--- src/rtl/uart_rx_words.sv ---
`default_nettype none
// ============================================================================
// Module   : uart_rx_words
// Brief    : 8N1 UART receiver that packs bytes into little-endian 32-bit words
// Revision : 1.0 - initial release
// ============================================================================
module uart_rx_words #(
  parameter int CLKS_PER_BIT = 235,
  parameter int NUM_WORDS    = 100,
  parameter int IDX_W        = 7,
  parameter int TIMEOUT_BITS = 20
) (
  input  logic             clk,
  input  logic             rst_n,
  input  logic             uart_rx,
  output logic [31:0]      word_data,
  output logic [IDX_W-1:0] word_index,
  output logic             word_valid,
  output logic             frame_done,
  output logic             frame_err,
  output logic             busy
);

  localparam int c_cnt_w = $clog2(CLKS_PER_BIT + 1);
  localparam int c_to_w  = $clog2(TIMEOUT_BITS * CLKS_PER_BIT + 1);

  localparam logic [c_cnt_w-1:0] c_bit_last  = c_cnt_w'(CLKS_PER_BIT - 1);
  localparam logic [c_cnt_w-1:0] c_half_last = c_cnt_w'(CLKS_PER_BIT / 2 - 1);
  localparam logic [c_to_w-1:0]  c_to_last   = c_to_w'(TIMEOUT_BITS * CLKS_PER_BIT - 1);
  localparam logic [IDX_W-1:0]   c_last_word = IDX_W'(NUM_WORDS - 1);

  typedef enum logic [2:0] {
    S_IDLE    = 3'd0,
    S_START   = 3'd1,
    S_DATA    = 3'd2,
    S_STOP    = 3'd3,
    S_RECOVER = 3'd4
  } state_t;

  state_t              r_state;
  state_t              w_state_next;
  logic                r_rx_meta;
  logic                r_rx_s;
  logic [c_cnt_w-1:0]  r_clk_cnt;
  logic [2:0]          r_bit_idx;
  logic [7:0]          r_shift;
  logic [1:0]          r_byte_cnt;
  logic [IDX_W-1:0]    r_word_cnt;
  logic [31:0]         r_word_buf;
  logic [c_to_w-1:0]   r_to_cnt;
  logic [31:0]         r_word_data;
  logic [IDX_W-1:0]    r_word_index;
  logic                r_word_valid;
  logic                r_frame_done;
  logic                r_frame_err;

  logic                w_bit_tick;
  logic                w_byte_ok;
  logic                w_byte_bad;
  logic                w_cnt_clr;
  logic                w_cnt_run;
  logic                w_to_run;
  logic                w_to_expire;

  always_ff @(posedge clk) begin
    if (!rst_n) begin
      r_rx_meta <= 1'b1;
      r_rx_s    <= 1'b1;
    end else begin
      r_rx_meta <= uart_rx;
      r_rx_s    <= r_rx_meta;
    end
  end

  always_ff @(posedge clk) begin
    if (!rst_n) r_state <= S_IDLE;
    else        r_state <= w_state_next;
  end

  always_comb begin
    w_state_next = r_state;
    w_bit_tick   = 1'b0;
    w_byte_ok    = 1'b0;
    w_byte_bad   = 1'b0;
    case (r_state)
      S_IDLE:  if (!r_rx_s) w_state_next = S_START;
      // A start bit that is gone by mid-bit is a glitch, not a frame.
      S_START: if (r_clk_cnt == c_half_last) w_state_next = r_rx_s ? S_IDLE : S_DATA;
      S_DATA: begin
        if (r_clk_cnt == c_bit_last) begin
          w_bit_tick = 1'b1;
          if (r_bit_idx == 3'd7) w_state_next = S_STOP;
        end
      end
      S_STOP: begin
        if (r_clk_cnt == c_bit_last) begin
          if (r_rx_s) begin
            w_byte_ok    = 1'b1;
            w_state_next = S_IDLE;
          end else begin
            w_byte_bad   = 1'b1;
            w_state_next = S_RECOVER;
          end
        end
      end
      S_RECOVER: if (r_rx_s) w_state_next = S_IDLE;
      default:   w_state_next = S_IDLE;
    endcase
  end

  assign w_cnt_run   = (r_state == S_START) || (r_state == S_DATA) || (r_state == S_STOP);
  assign w_cnt_clr   = (w_state_next != r_state) || w_bit_tick;
  assign w_to_run    = (r_state == S_IDLE) && r_rx_s && ((r_byte_cnt != 2'd0) || (r_word_cnt != '0));
  assign w_to_expire = w_to_run && (r_to_cnt == c_to_last);

  always_ff @(posedge clk) begin
    if (!rst_n) begin
      r_clk_cnt    <= '0;
      r_bit_idx    <= 3'd0;
      r_shift      <= 8'd0;
      r_byte_cnt   <= 2'd0;
      r_word_cnt   <= '0;
      r_word_buf   <= 32'd0;
      r_to_cnt     <= '0;
      r_word_data  <= 32'd0;
      r_word_index <= '0;
      r_word_valid <= 1'b0;
      r_frame_done <= 1'b0;
      r_frame_err  <= 1'b0;
    end else begin
      r_word_valid <= 1'b0;
      r_frame_done <= 1'b0;
      r_frame_err  <= w_byte_bad;

      if (w_cnt_run && !w_cnt_clr) r_clk_cnt <= r_clk_cnt + c_cnt_w'(1);
      else                         r_clk_cnt <= '0;

      if (r_state != S_DATA) r_bit_idx <= 3'd0;
      else if (w_bit_tick)   r_bit_idx <= r_bit_idx + 3'd1;

      // LSB arrives first, so shifting right leaves the byte in natural order.
      if (w_bit_tick) r_shift <= {r_rx_s, r_shift[7:1]};

      if (w_byte_bad) begin
        r_byte_cnt <= 2'd0;
        r_word_cnt <= '0;
      end else if (w_byte_ok) begin
        r_word_buf[{r_byte_cnt, 3'b000} +: 8] <= r_shift;
        r_byte_cnt <= r_byte_cnt + 2'd1;
        if (r_byte_cnt == 2'd3) begin
          r_word_data  <= {r_shift, r_word_buf[23:0]};
          r_word_index <= r_word_cnt;
          r_word_valid <= 1'b1;
          if (r_word_cnt == c_last_word) begin
            r_frame_done <= 1'b1;
            r_word_cnt   <= '0;
          end else begin
            r_word_cnt <= r_word_cnt + IDX_W'(1);
          end
        end
      end else if (w_to_expire) begin
        r_byte_cnt <= 2'd0;
        r_word_cnt <= '0;
      end

      if (w_to_run && !w_to_expire) r_to_cnt <= r_to_cnt + c_to_w'(1);
      else                          r_to_cnt <= '0;
    end
  end

  assign word_data  = r_word_data;
  assign word_index = r_word_index;
  assign word_valid = r_word_valid;
  assign frame_done = r_frame_done;
  assign frame_err  = r_frame_err;
  assign busy       = (r_state != S_IDLE);

endmodule
`default_nettype wire
--- config.mk ---
export PLATFORM = sky130hd
export DESIGN_NAME = uart_rx_words
export DESIGN_NICKNAME = d
export VERILOG_FILES = /design/src/rtl/uart_rx_words.sv
export SDC_FILE = /design/constraint.sdc
export NUM_CORES = 1
export LEC_CHECK = 0
export ABC_AREA = 1
export CORE_MARGIN = 2
export CORE_UTILIZATION = 45
export CTS_CLUSTER_SIZE = 20
export DETAILED_ROUTE_END_ITERATION = 12
export PLACE_DENSITY = 0.71
export RECOVER_POWER = 50
export SLEW_MARGIN = 20
export SYNTH_ARGS = -nofsm -noshare
export SYNTH_HDL_FRONTEND = slang
export SYNTH_SLANG_ARGS = --single-unit
--- constraint.sdc ---
create_clock -name clk -period 1.6 [get_ports clk]
set_input_delay 0.4 -clock clk [delete_from_list [all_inputs] [get_ports clk]]
set_output_delay 0.4 -clock clk [all_outputs]
set_load 0.005 [all_outputs]
==> implementation parameters <==
Parameter                              Value

CTS
  Worst-skew pair later-pin latency ... 0.38 ns
  Sink Count ... 112
  Register clock-pin slew on the reported worst setup and hold paths ... 0.11 ns
  Clock Tree Buf Depth ... 2
  Clock tree from TritonCTS ... built
  CTS Root Buffer Type ... clkbuf_8
  Total number of H-tree levels ... 3
  Clock buffers created by TritonCTS ... 9

STA
  Unrepaired setup endpoints after global routing ... true
  Final setup TNS ... -0.648 ns
  Final count of hold timing violations ... 0
  Measured slew at the worst slew-check pin ... 0.457 ns
  Setup slack of the critical path after layout ... -0.0520 ns
  Shortest clock period the worst path allows after layout ... 1.65 ns
  Part of the cycle the worst path needs ... 1.03
  Maximum operating frequency ... 605 MHz
  Clk_skew ... 0.0163 ns
  Max-slew headroom at the worst pin ... 0.692
  Pins Over Slew Limit ... 0
  Number of failing setup endpoints in the final timing report ... 35

Worst setup path
  Startpoint-to-endpoint class of the critical path ... reg2reg
  Arrival time reported for the critical path endpoint ... 1.97 ns
  Largest fanout of any net on the critical path ... 8
  Data required time of the worst path ... 1.92 ns
  Crit end category ... flop
  Sequence of cells on the critical path ... inv_2 > ha_4 > nand2_4 > inv_2 > nand2_2 > nor2_4 > nand3_4 > nor2_8 > buf_12 > clkbuf_16 > o21ai_2 > nor2_1
  Type of origin of the critical path ... flop
  Largest stage delay on the critical path ... 0.34 ns
  Worst Reg-to-Reg Cells ... 12
  Dominant cell type by count on the critical path ... inv_2
  Slack of the worst reg-to-reg path ... -0.05 ns
  Max stage delay cell, worst path ... dfxtp_2

Die
  Number of rows in the core area ... 37
  X dimension of the die ... 108 µm
  I/O pin cnt ... 46
  Initial cell density of the core ... 0.465
  Die height ... 108 µm
  Die Area ... 11600 µm²
  Core area ... 10400 µm²

Yosys
  Seq/Total Area, Yosys ... 0.465
  Cell count after synthesis ... 632
  Count of cell types in the netlist ... 38
  Post-synthesis register bit count ... 112
  Cell taking the most area after synthesis ... dfxtp_1
  Post-synthesis instance area ... 4820 µm²
  Yosys warning count ... 0
  Syn Nets ... 648
  Main area contributors after synthesis ... dfxtp_1 (46%), nor2_1 (11%), nand2_1 (6.1%)
  Area share of the leading cell type in the synthesized netlist ... 0.465
  Post-synthesis average cell area ... 7.63 µm²

Pwr
  PnR Total Power ... 4.61 mW
  Reported leakage power ... 2.80 nW
  Pwr Density ... 708 nW/µm²
  Maximum vdd drop ... 547 µV

Drt
  Total via count in the routed design ... 4469
  Final WL ... 12.3 mm
  DRC errors left ... 0
  Remaining number of nets flagged by the antenna check after routing ... 0
  Via density per instance ... 5.08
  Drt first pass iters ... 4
  Mean routed wirelength per cell ... 14.0 µm
  1st-iter DRT viols ... 284

Status
  Failing checks ... negative setup slack
  Outcome ... complete, but fails checks

Min path
  Hold Crit Class ... reg2reg
  Worst hold path stage count ... 1

Place
  Final weighted congestion in routability-driven placement ... 0.893
  Worst-case setup slack after placement ... -0.157 ns
  Post-place instance area ... 5720 µm²
  Port-buffer cells ... 45
  Dpl hpwl ... 7.95 mm

Global route
  Initial antenna violation count ... 0
  Maximum number of pins on one net before global-route repair ... 29
  Number of global-route vias before repair ... 4427
  Wire length of the first global-routing pass ... 19.5 mm
  Leftover overflow at the end of global routing ... 0
  GRT Resource Usage Total ... 0.207

Cells and area
  Final Net Count ... 754
  Number of inserted filler cells in the final layout ... 920
  Layout-stage area growth over the synthesis result ... 35.0%
  # diodes ... 0
  Sequential standard cell area ... 2250 µm²
  Post-route standard cell area excluding fillers ... 6520 µm²
  End-of-flow core utilization ... 0.628
  Fraction of layout instances using a drive strength above 1 ... 0.257
  Multi-input combinational cell area ... 2520 µm²

Flow run
  Number of violations of the max-capacitance limit ... 0
layout by cell type (no fill, tap or decap), types with 2 or more instances in the layout:
cell type,count
nor2_1,131
dfxtp_1,103
nand2_1,73
buf_4,55
inv_1,42
nand3_1,42
dlygate4sd2_1,42
a21oi_1,37
o21ai_2,32
nor3_1,18
o21ai_0,15
xor2_1,13
ha_1,11
nor2_2,9
clkbuf_8,9
dfxtp_2,9
nand3_2,8
buf_6,8
a21oi_2,7
nand2_2,6
buf_12,6
inv_2,5
nand2_4,5
nand4_1,5
xnor2_1,5
o21ai_1,5
clkbuf_16,5
nand3b_1,3
or2_2,3
clkinv_4,3
nor2_4,2
nand3_4,2
nor3_4,2
ha_4,2
inv_8,2
layer usage:
| layer | vias to the layer above | GRT usage | wire [µm] | part of all wire |
|---|---|---|---|---|
| li1 | 2273 | - | - | - |
| met1 | 2080 | 0.255 | 5260 | 0.43 |
| met2 | 95 | 0.358 | 6170 | 0.50 |
| met3 | 21 | 0.0387 | 651 | 0.053 |
| met4 | 0 | 0.0742 | 226 | 0.018 |
| met5 | - | 0 | 0 | 0 |
Yosys cell counts (all sizes together):
library cell	number
a211oi	1
a21oi	44
a31o	1
a31oi	2
a41oi	1
buf	16
clkbuf	10
clkinv	1
dfxtp	112
ha	13
inv	49
nand2	84
nand3	52
nand3b	3
nand4	5
nor2	143
nor3	20
nor4	1
o211ai	1
o21ai	52
or2	3
xnor2	5
xor2	13
registers in the layout, indices dropped and copies added, names as in the netlist:
| register | cells |
|---|---|
| r_bit_idx | 3 |
| r_clk_cnt | 8 |
| r_shift | 8 |
| r_rx_s | 1 |
| r_to_cnt | 13 |
| word_data | 32 |
| r_state | 3 |
| r_word_cnt | 7 |
| word_valid | 1 |
| word_index | 7 |
| frame_done | 1 |
| r_byte_cnt | 2 |
| r_word_buf | 24 |
| frame_err | 1 |
| r_rx_meta | 1 |
cell type report:
| type | instances | area share |
|---|---|---|
| sequential | 112 | 0.346 |
| tap | 136 | 0.0261 |
| clock inverter | 7 | 0.0113 |
| timing repair buffer | 121 | 0.182 |
| multi-input combinational | 444 | 0.386 |
| clock buffer | 9 | 0.0190 |
| inverter | 50 | 0.0298 |
worst max-delay path, delay by kind of cell (launching register included):
family | cells | cell delay (ns)
compound gates | 1 | 0.05
fa+ha+maj | 1 | 0.14
buf+inv | 4 | 0.45
flops | 1 | 0.34
simple gates | 6 | 0.61
power by group:
part / switching, mW / internal (mW) / total, mW / leakage (nW)
clock network: 1.06 / 0.616 / 1.68 / 0.101
logic: 0.0818 / 0.0579 / 0.140 / 1.79
registers: 0.00402 / 2.79 / 2.80 / 0.907
total: 1.15 / 3.47 / 4.61 / 2.80
through the flow:
stage / hold slack (ns) / cells
floorplan: 0.393 / 632
global route: 0.447 / 879
finish: 0.435 / 879
global placement: 0.395 / 838
CTS: 0.435 / 871
detailed placement: 0.409 / 838
worst paths after layout:
kind	start	to
max	r_clk_cnt[0]$_SDFF_PN0_	word_data[23]$_SDFFE_PN0P_
max reg2reg	r_clk_cnt[0]$_SDFF_PN0_	word_data[23]$_SDFFE_PN0P_
min reg2reg	r_rx_meta$_SDFF_PN1_	r_rx_s$_SDFF_PN1_
min	r_rx_meta$_SDFF_PN1_	r_rx_s$_SDFF_PN1_
cells by family (layout without fill, tap and decap cells):
family | Yosys count | count (layout) | synth area share
AOI/OAI and AO/OA | 102 | 102 | 0.111
xor gates and xnor gates | 18 | 18 | 0.0327
adders and majority gates | 13 | 13 | 0.0337
buffers and inverters | 76 | 187 | 0.0718
DFF | 112 | 112 | 0.465
and+or+nand+nor | 311 | 311 | 0.286
timing repair:
item / CTS / global route
buffers inserted: 16 / 3
hold buffers: 0 / 0
gates resized for setup: 132 / 74
gates cloned: 2 / 6
setup endpoints to repair: 122 / 98
pin swaps: 20 / 38
Note: power is estimated with default switching activity, not from simulation.
